<file path="src/rtl/mul_seq_pkg.sv">
// Shared register map, control/status bit positions and FSM encoding for mul_seq_ctrl.
package mul_seq_pkg;

    localparam logic [2:0] ADDR_A    = 3'd0;
    localparam logic [2:0] ADDR_B    = 3'd1;
    localparam logic [2:0] ADDR_CTRL = 3'd2;
    localparam logic [2:0] ADDR_P_LO = 3'd3;
    localparam logic [2:0] ADDR_P_HI = 3'd4;

    localparam int CTRL_GO  = 0;
    localparam int CTRL_CLR = 1;

    localparam int STAT_BUSY = 0;
    localparam int STAT_DONE = 1;
    localparam int STAT_ERR  = 2;

    typedef enum logic [1:0] {
        ST_IDLE  = 2'd0,
        ST_ISSUE = 2'd1,
        ST_WAIT  = 2'd2,
        ST_DONE  = 2'd3
    } state_t;

endpackage

</file>
<file path="src/rtl/DRegister.sv">
// Enabled D register with asynchronous active-high clear.
// Latency: 1 cycle from en to q.
// Backpressure: none; holds q while en is low.
module DRegister #(
    parameter int WIDTH = 32
) (
    input  logic             clk,
    input  logic             rst,
    input  logic             en,
    input  logic [WIDTH-1:0] d,
    output logic [WIDTH-1:0] q
);

    always_ff @(posedge clk or posedge rst) begin
        if (rst)
            q <= '0;
        else if (en)
            q <= d;
    end

endmodule

</file>
<file path="src/rtl/lat_counter.sv">
// Loadable down-counter that times the multiplier pipeline; zero flags the capture cycle.
// Latency: load takes effect on the next edge; zero is combinational from the count.
// Backpressure: none; dec is ignored once the count reaches zero.
module lat_counter #(
    parameter int LATENCY = 4
) (
    input  logic clk,
    input  logic rst,
    input  logic load,
    input  logic dec,
    output logic zero
);

    localparam int CW = $clog2(LATENCY) + 1;

    logic [CW-1:0] cnt;

    always_ff @(posedge clk or posedge rst) begin
        if (rst)
            cnt <= '0;
        else if (load)
            cnt <= CW'(LATENCY - 1);
        else if (dec && (cnt != '0))
            cnt <= cnt - CW'(1);
    end

    assign zero = (cnt == '0);

endmodule

</file>
<file path="src/rtl/mul_seq_ctrl.sv">
// Register-mapped sequencer for a fixed-latency pipelined multiplier: issue one op, capture product.
// Latency: GO write edge to done is LATENCY+1 edges; back-to-back rate one op per LATENCY+2 cycles.
// Backpressure: bus writes to A/B/GO/CLR are dropped while busy; a dropped GO sets sticky err.
module mul_seq_ctrl
    import mul_seq_pkg::*;
#(
    parameter int WIDTH   = 32,
    parameter int LATENCY = 4
) (
    input  logic               clk,
    input  logic               rst,
    input  logic               we,
    input  logic [2:0]         addr,
    input  logic [WIDTH-1:0]   wd,
    output logic [WIDTH-1:0]   rd,
    output logic [WIDTH-1:0]   mul_a,
    output logic [WIDTH-1:0]   mul_b,
    output logic               mul_valid,
    input  logic [2*WIDTH-1:0] mul_p,
    output logic               busy,
    output logic               done
);

    state_t state, state_nx;

    logic               ctrl_wr, go, clr;
    logic               wr_a, wr_b;
    logic               cap, cnt_load, cnt_dec, cnt_zero;
    logic               err, err_nx;
    logic [2*WIDTH-1:0] p_q;

    assign busy    = (state == ST_ISSUE) || (state == ST_WAIT);
    assign done    = (state == ST_DONE);

    assign ctrl_wr = we && (addr == ADDR_CTRL);
    assign go      = ctrl_wr && wd[CTRL_GO];
    assign clr     = ctrl_wr && wd[CTRL_CLR];
    assign wr_a    = we && (addr == ADDR_A) && !busy;
    assign wr_b    = we && (addr == ADDR_B) && !busy;

    DRegister #(.WIDTH(WIDTH)) u_reg_a (
        .clk (clk), .rst (rst), .en (wr_a), .d (wd), .q (mul_a)
    );

    DRegister #(.WIDTH(WIDTH)) u_reg_b (
        .clk (clk), .rst (rst), .en (wr_b), .d (wd), .q (mul_b)
    );

    DRegister #(.WIDTH(2*WIDTH)) u_reg_p (
        .clk (clk), .rst (rst), .en (cap), .d (mul_p), .q (p_q)
    );

    lat_counter #(.LATENCY(LATENCY)) u_lat (
        .clk  (clk),
        .rst  (rst),
        .load (cnt_load),
        .dec  (cnt_dec),
        .zero (cnt_zero)
    );

    always_ff @(posedge clk or posedge rst) begin
        if (rst) begin
            state <= ST_IDLE;
            err   <= 1'b0;
        end else begin
            state <= state_nx;
            err   <= err_nx;
        end
    end

    always_comb begin
        state_nx  = state;
        mul_valid = 1'b0;
        cnt_load  = 1'b0;
        cnt_dec   = 1'b0;
        cap       = 1'b0;
        case (state)
            ST_IDLE: begin
                if (go)
                    state_nx = ST_ISSUE;
            end
            ST_ISSUE: begin
                mul_valid = 1'b1;
                cnt_load  = 1'b1;
                state_nx  = ST_WAIT;
            end
            ST_WAIT: begin
                if (cnt_zero) begin
                    cap      = 1'b1;
                    state_nx = ST_DONE;
                end else begin
                    cnt_dec  = 1'b1;
                end
            end
            ST_DONE: begin
                // GO takes priority when GO and CLR arrive in the same write
                if (go)
                    state_nx = ST_ISSUE;
                else if (clr)
                    state_nx = ST_IDLE;
            end
            default: state_nx = ST_IDLE;
        endcase
    end

    always_comb begin
        err_nx = err;
        if (busy && go)
            err_nx = 1'b1;
        else if (!busy && (go || clr))
            err_nx = 1'b0;
    end

    always_comb begin
        rd = '0;
        case (addr)
            ADDR_A:    rd = mul_a;
            ADDR_B:    rd = mul_b;
            ADDR_CTRL: begin
                rd[STAT_BUSY] = busy;
                rd[STAT_DONE] = done;
                rd[STAT_ERR]  = err;
            end
            ADDR_P_LO: rd = p_q[WIDTH-1:0];
            ADDR_P_HI: rd = p_q[2*WIDTH-1:WIDTH];
            default:   rd = '0;
        endcase
    end

endmodule

</file>
<file path="config.mk">
export PLATFORM = sky130hd
export DESIGN_NAME = mul_seq_ctrl
export DESIGN_NICKNAME = d
export VERILOG_FILES = /design/src/rtl/mul_seq_pkg.sv /design/src/rtl/DRegister.sv /design/src/rtl/lat_counter.sv /design/src/rtl/mul_seq_ctrl.sv
export SDC_FILE = /design/constraint.sdc
export NUM_CORES = 1
export LEC_CHECK = 0
export BUFFER_PORTS_ARGS = -buffer_cell sky130_fd_sc_hd__buf_2
export CAP_MARGIN = 20
export CORE_UTILIZATION = 47
export CTS_CLUSTER_SIZE = 8
export DETAILED_ROUTE_END_ITERATION = 10
export PLACE_DENSITY = 0.75
export SLEW_MARGIN = 20
export SYNTH_ARGS = -nofsm -noshare
export SYNTH_HDL_FRONTEND = slang
export SYNTH_SLANG_ARGS = --single-unit
</file>
<file path="constraint.sdc">
create_clock -name clk -period 12.1 [get_ports clk]
set_input_delay 2.42 -clock clk [delete_from_list [all_inputs] [get_ports clk]]
set_output_delay 2.42 -clock clk [all_outputs]
set_load 0.005 [all_outputs]
</file>
==> reports/qor.yml, run 1 <==
clock_tree:
  cts-resized-gates: 0
  clock_latency_ps: 420
  clock_sinks: 134
  cts-root-buf: "clkbuf_16"
  cts_tree: "built"
  cts_buffer_depth: 2
  cts-hold-fix-buffers: 0
  number_of_h_tree_levels: 4
  path_clk_slew_ps: 50
  clock_buffer_count_from_cts: 17
  postCtsSetupRepairBufs: 0
final_layout:
  total_number_of_nets_in_the_final_design: 746
  nFillCells: 986
  insertedDiodeCount: 0
  mostFrequentLayoutCells: "200 x buf_2, 134 x dfrtp_1, 64 x mux2_2, 60 x a22oi_1, 35 x mux2_1"
  area.growth.synth_to_final_pct: 28.0
  drive_above_1_share_pct: 52.1
  layout_commonest_cell: "buf_2"
route:
  drt-pass1-iter-count: 4
  vias_per_cell: 5.34
  vias: 4386
  drt.antenna.violating_nets: 0
  avgRoutedWirePerCell_um: 18.1
  number_of_design_rule_violations_left_after_detail_routing: 0
  drt_iter0_drc: 145
  routed_wl_um: 14900
pwr:
  power_switching_w: 0.000562
  vdd_drop_max_v: 0.000122
  sw_frac_of_total_pct: 29.6
  power_density_nw_per_um2: 245
  clock_power_share_pct: 26.6
  power.share.combinational_pct: 29.9
  leakage_power_summed_over_all_cells_nw: 3.91
  power_report.internal_total_w: 0.00133
  share_seq_of_total_power_pct: 43.6
  power_w: 0.00190
setup_path:
  required_ps: 9680
  critPathKind: "in -> out"
  rr_worst_depth: 5
  crit_arrival_ps: 4240
  timing.critical_path.from_type: "input port"
  critPathSlowestCell: "and2_1"
  crit_path_end_kind: "output pin"
  crit_path_cell_trace: "buf_2, nor2b_4, and2_1, buf_4, a22oi_1, nand2_1, buf_2"
  crit_path_frequent_cell: "buf_2"
  r2r_setup_slack_ps: 9640
  slowest_delay_ps: 630
  path_max_fanout: 15
logic_synthesis:
  number_of_different_library_cells_in_the_post_synthesis_netlist: 34
  post_synth.cell_area_avg_um2: 13.7
  synth_seq_cells: 134
  netlist_instances: 440
  syn_area_um2: 6050
  postSynthNetCount: 549
  synthesis.yosys.warnings: 0
  synth_sequential_area_ratio_pct: 55.4
die:
  die_h_um: 115
  die-area_um2: 13300
  top_level_ports: 201
  floorplan.rows: 41
  design.core.area_um2: 12600
  die_w_um: 115
  floorplan.initialDensity_pct: 48.1
timing:
  fin_hold_ws_ps: 491
  fin_setup_tns_ps: 0
  timing.final.setup_violations: 0
  relSlewSlack_pct: 34.2
  worst_clock_skew_ps: 7.18
  maxSlewViolCount: 0
  grt_setup_unrepaired: "no"
  final.period_utilization_pct: 55.0
  layout_setup_ws_ps: 5440
  worst_slew_pin_tran_ps: 983
  report.final.hold_viol_count: 0
  max_freq_mhz: 150
  period_minus_slack_ps: 6660
global_route:
  initial_antenna_violation_count: 0
  first_global_vias: 4589
  grt_pass1_wl_um: 23300
  gr-total-overflow: 0
  grt_start_max_net_pins: 80
  grtUsageTotal_pct: 23.5
flow_run:
  cap_viol_max_count: 0
min_path:
  holdPathStages: 1
  worst_hold_class: "reg -> reg"
placement:
  dpl_worst_slack_ps: 5440
  port-buffer-count: 200
  gp_congestion: 0.799
  hpwlAfterDp_um: 10200
status:
  status: "completed"
power groups by stage:
stage | clock, W | combinational [W] | sequential [W]
2_1_floorplan | 0 | 0.000346 | 0.000804
3_3_place_gp | 0 | 0.000553 | 0.000817
3_5_place_dp | 0 | 0.000574 | 0.000829
4_1_cts | 0.000513 | 0.000575 | 0.000825
5_1_grt | 0.000532 | 0.000628 | 0.000855
6_report | 0.000504 | 0.000567 | 0.000827
registers in the layout, indices dropped and copies added, names as in the netlist:
register	count
u_reg_a.q	32
u_reg_p.q	64
u_lat.cnt	3
u_reg_b.q	32
err	1
state	2
Yosys cell counts (all sizes together):
cell / number / area, µm²
dfrtp: 134 / 3350
mux2: 129 / 1570
a22oi: 60 / 450
nand2: 33 / 126
buf: 23 / 139
nor2: 9 / 33.8
inv: 8 / 30.0
ha: 7 / 87.6
a21oi: 6 / 33.8
clkbuf: 4 / 15.0
nor2b: 4 / 32.5
a31oi: 3 / 18.8
and2: 3 / 21.3
mux2i: 3 / 30.0
o22ai: 3 / 18.8
nand2b: 2 / 12.5
a211o: 1 / 8.76
a211oi: 1 / 7.51
a2bb2oi: 1 / 8.76
a311oi: 1 / 8.76
and4bb: 1 / 16.3
nor3: 1 / 10.0
nor3b: 1 / 7.51
o21ai: 1 / 5.00
xnor2: 1 / 8.76
routing by layer:
layer	share of wire (%)	routed length (µm)	GRT usage (%)	vias to the layer above
met5	0	0	0	-
met4	1.7	246	10.2	0
met3	7.4	1110	7.79	19
met2	49	7350	38.6	173
met1	42	6190	28.4	2193
li1	-	-	-	2001
per-stage QoR:
step                      util [%]  instances  cell area (µm²)
final                         61.6        821             7740
after global placement        57.0        790             7160
after CTS                     61.6        821             7740
after global routing          61.6        821             7740
after detailed placement      57.0        790             7160
after floorplan                  -        440             6050
worst max-delay path, delay by kind of cell:
kind / cells / cell delay [ps]
simple gates: 3 / 960
buf+inv: 3 / 710
compound gates: 1 / 130
cell type report:
cell class / instances / area [µm²] / area share [%]
tap: 172 / 215 / 2.78
clock buffer: 23 / 478 / 6.17
clock inverter: 8 / 98.8 / 1.28
multi-input combinational: 271 / 2520 / 32.6
inverter: 8 / 32.5 / 0.420
sequential: 134 / 3350 / 43.3
timing repair buffer: 205 / 1040 / 13.5
worst paths after layout:
| path | end | startpoint |
|---|---|---|
| setup / recovery | rd[26] | addr[0] |
| hold / removal | u_lat.cnt[1] | u_lat.cnt[1] |
| setup reg to reg | u_reg_a.q[18] | state[0] |
| hold reg to reg | u_lat.cnt[1] | u_lat.cnt[1] |
| max in group asynchronous | u_reg_p.q[12] | rst |
| min in group asynchronous | u_reg_a.q[8] | rst |
kinds of logic (layout without fill, tap and decap cells):
kind of cell | Yosys count | after routing | share of synthesized area, %
AND/OR/NAND/NOR | 54 | 54 | 4.30
buffers and inverters | 35 | 244 | 3.04
multiplexers | 132 | 132 | 26.4
XOR/XNOR | 1 | 1 | 0.145
adder cells (fa/ha/maj) | 7 | 7 | 1.45
flip-flops | 134 | 134 | 55.4
AO/OA/AOI/OAI | 77 | 77 | 9.27
Power figures use the tool's default switching activity.
==> run 2: changes to the inputs <==
Settings changed: ABC_AREA set to 1, CORE_UTILIZATION 47 to 46, PLACE_DENSITY 0.75 to 0.76.
Clock period 12.1 ns to 5.9 ns, I/O delays scaled along.
==> reports/qor.yml, run 2 <==
die:
  floorplan.initialDensity_pct: 47.2  # -0.98 points
  design.core.area_um2: 13200  # +5.4%
  top_level_ports: 201  # unchanged
  floorplan.rows: 42  # +2.4%
  die_w_um: 119  # +2.7%
  die-area_um2: 14000  # +5.4%
  die_h_um: 119  # +2.7%
placement:
  hpwlAfterDp_um: 10700  # +5.6%
  placedCellCount: 1002  # +27%
  dpl-instance-area_um2: 7250  # +1.3%
  port-buffer-count: 200  # unchanged
  gp_congestion: 0.836  # +4.7%
flow_run:
  cap_viol_max_count: 0  # unchanged
route:
  m1WireLength_um: 7100  # +15%
  drt.antenna.violating_nets: 0  # unchanged
  met2_wirelength_um: 7930  # +8.0%
  drt_iter0_drc: 383  # +160%
  number_of_design_rule_violations_left_after_detail_routing: 0  # unchanged
  vias_per_cell: 5.12  # -4.2%
  avgRoutedWirePerCell_um: 15.7  # -14%
  wl_met3_um: 779  # -30%
  routed_wl_um: 16200  # +8.8%
  vias: 5294  # +21%
  highest-signal-layer: "met4"
  drt-pass1-iter-count: 7  # +3
logic_synthesis:
  synthMostInstantiatedCell: "nand2_1"
  synth-main-ff-cell: "dfrtp_1"
  synth_mux_area_share_pct: 5.77  # -21 points
  synth_adder_area_share_pct: 1.40  # -0.045 points
  netlist_top_cells_count: "141 x nand2_1, 134 x dfrtp_1, 82 x inv_1"
  syn_area_um2: 6240  # +3.2%
  synth_sequential_area_ratio_pct: 53.7  # -1.7 points
  synthDominantAreaCellType: "dfrtp_1"
  synthesis.yosys.warnings: 0  # unchanged
  synth_xor_area_share_pct: 0  # -0.14 points
  synthSimpleGateAreaFrac_pct: 15.6  # +11 points
  postSynthNetCount: 769  # +40%
  synth-edff-count: 0  # unchanged
  post_synthesis_compound_gate_area_fraction_pct: 14.6  # +5.3 points
  post_synth.cell_area_avg_um2: 9.46  # -31%
  dominant_cells_by_area_after_synthesis: "dfrtp_1 54%, nand2_1 8.5%, mux2_2 5.8%"
  netlist.area_leader.share_pct: 53.7  # -1.7 points
  ys_async_sr_fraction_pct: 100  # unchanged
  netlist_instances: 660  # +50%
  number_of_different_library_cells_in_the_post_synthesis_netlist: 26  # -24%
  combinational_family_with_the_most_area_after_synthesis: "simple AND/OR/NAND/NOR gates"
  synth_seq_cells: 134  # unchanged
min_path:
  worst_hold_class: "reg -> reg"
final_layout:
  registers.top_by_ff_count: "u_reg_p.q"
  finish.cell_count_without_fillers: 1034  # +26%
  nFillCells: 1211  # +23%
  layout_commonest_cell: "buf_2"
  largest_register_ffs: 64  # unchanged
  reg_top3: "u_reg_p.q x64, u_reg_a.q x32, u_reg_b.q x32"
  final_core_util_pct: 59.2  # -2.4 points
  stdcell_area_um2: 7840  # +1.2%
  drive_above_1_share_pct: 36.1  # -16 points
  multi_input_area_um2: 2340  # -7.3%
  seqCellArea_um2: 3350  # unchanged
  area.growth.synth_to_final_pct: 25.6
  total_number_of_nets_in_the_final_design: 954  # +28%
  mostFrequentLayoutCells: "200 x buf_2, 140 x nand2_1, 134 x dfrtp_1, 81 x inv_1, 38 x nand3_1"
clock_tree:
  postCtsSetupRepairBufs: 0  # unchanged
  clock_buffer_count_from_cts: 17  # unchanged
  cts-resized-gates: 0  # unchanged
  cts-root-buf: "clkbuf_16"
  number_of_h_tree_levels: 4  # unchanged
  clock_sinks: 134  # unchanged
  cts_buffer_depth: 2  # unchanged
  clock_latency_ps: 410  # about the same
  cts_tree: "built"
  cts-hold-fix-buffers: 0  # unchanged
  path_clk_slew_ps: 50  # about the same
pwr:
  power.share.combinational_pct: 29.5  # -0.4 points
  power_switching_w: 0.00121  # +120%
  clock_power_share_pct: 27.6  # +1.0 points
  sw_frac_of_total_pct: 32.1  # +2.5 points
  share_seq_of_total_power_pct: 43.0  # -0.6 points
  vdd_drop_max_v: 0.000244  # +100%
  leakage_power_summed_over_all_cells_nw: 4.14  # +5.9%
  power_density_nw_per_um2: 481  # +96%
  power_report.internal_total_w: 0.00256  # +92%
global_route:
  grtUsageTotal_pct: 24.4  # +0.88 points
  gr-total-overflow: 0  # unchanged
  grt_pass1_wl_um: 26500  # +13%
  grt_start_max_net_pins: 97  # +21%
  first_global_vias: 5225  # +14%
  initial_antenna_violation_count: 1  # +1
setup_path:
  required_ps: 4720  # -4960 ps
  critPathSlowestCell: "inv_2"
  timing.critical_path.from_type: "input port"
  path_max_fanout: 33  # +18
  slowest_delay_ps: 590  # -40 ps
  crit_path_cell_trace: "buf_2, nor2_4, nand2_1, inv_2, nand2_1, o21ai_0, a21oi_1, nand3_1, buf_2"
  critPathKind: "in -> out"
  crit_arrival_ps: 3120  # -1120 ps
  crit_path_end_kind: "output pin"
timing:
  timing.final.setup_violations: 0  # unchanged
  fin_hold_ws_ps: 499  # +8.70 ps
  relSlewSlack_pct: 29.6  # -4.6 points
  max_freq_mhz: 233
  worst_slew_pin_tran_ps: 1060  # +73.2 ps
  period_minus_slack_ps: 4300
  report.final.hold_viol_count: 0  # unchanged
  worst_clock_skew_ps: 6.58  # -0.606 ps
  fin_setup_tns_ps: 0  # unchanged
  maxSlewViolCount: 0  # unchanged
  grt_setup_unrepaired: "no"
  final.period_utilization_pct: 72.8
status:
  status: "completed"
## run 2: area by class of cell
class                      instances  area share (%)
sequential                       134            42.8
multi-input combinational        405            29.9
timing repair buffer             202            13.0
clock buffer                      22            6.18
inverter                          85            4.13
tap                              176            2.81
clock inverter                     9            1.28
antenna                            1          0.0319
## run 2: critical path, delay by kind of cell
family / cells / cell delay, ps
compound gates: 2 / 170
simple gates: 4 / 780
buf+inv: 3 / 960
## run 2: per-stage QoR
stage,power (W),setup WS (ps)
6_report,0.00377,1600
3_3_place_gp,0.00270,1650
4_1_cts,0.00379,1600
3_5_place_dp,0.00274,1600
2_1_floorplan,0.00228,1140
5_1_grt,0.00403,1430
## run 2: power by group through the flow
stage	logic [W]	registers [W]	clock network [W]
after floorplan	0.000680	0.00160	0
after global placement	0.00108	0.00162	0
after detailed placement	0.00112	0.00163	0
after CTS	0.00112	0.00162	0.00105
after global routing	0.00126	0.00167	0.00110
final	0.00111	0.00162	0.00104
## run 2: cell families (layout without fill, tap and decap cells)
kind of cell | Yosys count | in the layout
and+or+nand+nor | 229 | 229
DFF | 134 | 134
muxes | 32 | 32
AOI/OAI and AO/OA | 137 | 137
adders and majority gates | 7 | 7
other | 0 | 1
buffers and inverters | 121 | 318
## run 2: worst paths after layout
path / from / end / slack [ps] / cells past startpoint
min in group asynchronous: rst / u_lat.cnt[1] / 870 / 2
worst max-delay path: addr[0] / rd[0] / 1600 / 9
max in group asynchronous: rst / u_reg_a.q[20] / 3840 / 3
worst min register to register: u_reg_b.q[14] / u_reg_b.q[14] / 500 / 2
worst max register to register: u_lat.cnt[0] / u_reg_p.q[54] / 3640 / 6
worst min-delay path: u_reg_b.q[14] / u_reg_b.q[14] / 500 / 2
## run 2: per-layer routing
| metal | vias up | GRT usage (%) |
|---|---|---|
| met4 | 0 | 11.5 |
| met2 | 169 | 39.4 |
| met5 | - | 0 |
| li1 | 2549 | - |
| met1 | 2550 | 31.5 |
| met3 | 26 | 5.12 |
==> run 3: changes to the inputs <==
Settings changed: ABC_AREA 1 to 0, CORE_UTILIZATION 46 to 47, PLACE_DENSITY 0.76 to 0.75.
Clock period 5.9 ns to 4.33 ns, I/O delays scaled along.
==> reports/qor.yml, run 3 (synthesis results as in run 1) <==
final_layout:
  nFillCells: 994  # -18%
  insertedDiodeCount: 0  # -1
  mostFrequentLayoutCells: "200 x buf_2, 134 x dfrtp_1, 64 x mux2_2, 60 x a22oi_1, 35 x mux2_1"
  layout_commonest_cell: "buf_2"
  total_number_of_nets_in_the_final_design: 748  # -22%
  drive_above_1_share_pct: 52.1  # +16 points
  stdcell_area_um2: 7780  # -0.75%
  registers.top_by_ff_count: "u_reg_p.q"
  area.growth.synth_to_final_pct: 28.6
  finish.cell_count_without_fillers: 823  # -20%
  largest_register_ffs: 64  # unchanged
  reg_top3: "u_reg_p.q x64, u_reg_a.q x32, u_reg_b.q x32"
  final_core_util_pct: 61.9  # +2.7 points
timing:
  max_freq_mhz: 309
  period_minus_slack_ps: 3230
  final.period_utilization_pct: 74.6
  worst_slew_pin_tran_ps: 911  # -145 ps
  fin_setup_tns_ps: 0  # unchanged
  timing.final.setup_violations: 0  # unchanged
  report.final.hold_viol_count: 0  # unchanged
  worst_clock_skew_ps: 5.97  # -0.610 ps
  maxSlewViolCount: 0  # unchanged
  relSlewSlack_pct: 39.1  # +9.5 points
  grt_setup_unrepaired: "no"
die:
  design.core.area_um2: 12600  # -5.1%
  die_h_um: 115  # -2.6%
  die-area_um2: 13300  # -5.1%
  floorplan.initialDensity_pct: 48.1  # +0.98 points
  die_w_um: 115  # -2.6%
  floorplan.rows: 41  # -2.4%
  top_level_ports: 201  # unchanged
status:
  status: "completed"
min_path:
  min_delay_worst_endpoint: "u_lat.cnt[1]"
  holdPathStages: 1  # -1
  timing.hold.worst.start: "u_lat.cnt[1]"
  worst_hold_class: "reg -> reg"
clock_tree:
  number_of_h_tree_levels: 4  # unchanged
  clock_buffer_count_from_cts: 17  # unchanged
  cts-hold-fix-buffers: 0  # unchanged
  cts-resized-gates: 0  # unchanged
  postCtsSetupRepairBufs: 0  # unchanged
  clock_sinks: 134  # unchanged
  path_clk_slew_ps: 50  # about the same
  clock_latency_ps: 410  # about the same
  cts_buffer_depth: 2  # unchanged
  cts-root-buf: "clkbuf_16"
  cts_tree: "built"
placement:
  dpl-instance-area_um2: 7190  # -0.86%
  hpwlAfterDp_um: 10400  # -2.9%
  port-buffer-count: 200  # unchanged
  placedCellCount: 792  # -21%
  gp_congestion: 0.816  # -2.3%
pwr:
  leakage_power_summed_over_all_cells_nw: 3.93  # -5.1%
  vdd_drop_max_v: 0.000388  # +59%
  power_density_nw_per_um2: 690  # +44%
route:
  routed_wl_um: 15400  # -4.7%
  vias_per_cell: 5.37  # +5.0%
  drt_iter0_drc: 217  # -43%
  drt.antenna.violating_nets: 0  # unchanged
  vias: 4423  # -16%
  avgRoutedWirePerCell_um: 18.8  # +20%
  number_of_design_rule_violations_left_after_detail_routing: 0  # unchanged
  drt-pass1-iter-count: 5  # -2
setup_path:
  r2r_setup_slack_ps: 1780  # -1860 ps
  rr_worst_depth: 6  # unchanged
  crit_arrival_ps: 2370  # -750 ps
  crit_path_cell_trace: "buf_2, nor3_4, buf_4, a22oi_1, nand2_1, buf_2"
  path_max_fanout: 15  # -55%
  cp_num_buf_inv: 3  # unchanged
  r2r-start: "state[0]"
  critPathSlowestCell: "nor3_4"
  crit_path_frequent_cell: "buf_2"
  required_ps: 3460  # -1260 ps
  critPathKind: "in -> out"
  timing.critical_path.max_delay_family: "simple AND/OR/NAND/NOR gates"
  slowest_delay_ps: 670  # +80 ps
  crit_path_end_kind: "output pin"
  timing.critical_path.from_type: "input port"
  regToRegEndpoint: "u_reg_b.q[4]"
global_route:
  grtUsageTotal_pct: 24.1  # -0.31 points
  gr-total-overflow: 0  # unchanged
  grt_pass1_wl_um: 23900  # -9.6%
  first_global_vias: 4683  # -10%
  grt_start_max_net_pins: 135  # +39%
  initial_antenna_violation_count: 0  # -1
flow_run:
  cap_viol_max_count: 0  # unchanged
==> run 3: changes by cell type in the layout (fill, tap and decap cells not counted), moves of 31 or more <==
cell,change
inv_1,-75
o21ai_1,-34
mux2_2,+32
nand2_1,-110
a21oi_1,-31
nand3_1,-38
a22oi_1,+60
mux2_1,+35
==> run 3: metal layers <==
layer | part of all wire, % | track usage [%] | up-vias | wire, µm
met2 | 51 | 41.2 | 175 | 7870
met1 | 40 | 27.6 | 2220 | 6130
li1 | - | - | 2004 | -
met4 | 2.0 | 10.4 | 0 | 310
met3 | 7.3 | 8.16 | 24 | 1130
met5 | 0 | 0 | - | 0
==> run 3: per-stage QoR <==
stage	total power [W]	hold WS [ps]	setup WS (ps)
after floorplan	0.00321	459	1590
after global placement	0.00384	471	1070
after detailed placement	0.00395	481	1090
after CTS	0.00542	497	1080
after global routing	0.00568	504	1010
final	0.00537	503	1100
==> run 3: cell type report <==
cell class / instances / area (µm²) / share of cell area [%]
Inverter: 8 / 33.8 / 0.434
Multi-Input combinational cell: 271 / 2520 / 32.4
Tap cell: 172 / 215 / 2.77
Timing Repair Buffer: 207 / 1070 / 13.7
Clock buffer: 22 / 464 / 5.96
Sequential cell: 134 / 3350 / 43.1
Clock inverter: 9 / 126 / 1.62
==> run 3: report_power, final <==
| group | switching (W) | internal (W) | leakage, nW |
|---|---|---|---|
| registers | 0.000439 | 0.00189 | 1.59 |
| clock network | 0.000512 | 0.000929 | 0.290 |
| logic | 0.000644 | 0.000960 | 2.05 |
| total | 0.00160 | 0.00378 | 3.93 |
==> run 3: worst max-delay path by stage <==
stage	startpoint	slack, ps	cells past startpoint	end
3_3_place_gp	addr[1]	1070	6	rd[6]
3_5_place_dp	addr[1]	1090	6	rd[12]
5_1_grt	addr[1]	1010	6	rd[12]
6_report	addr[1]	1100	6	rd[12]
2_1_floorplan	addr[0]	1590	7	rd[10]
4_1_cts	addr[1]	1080	6	rd[12]
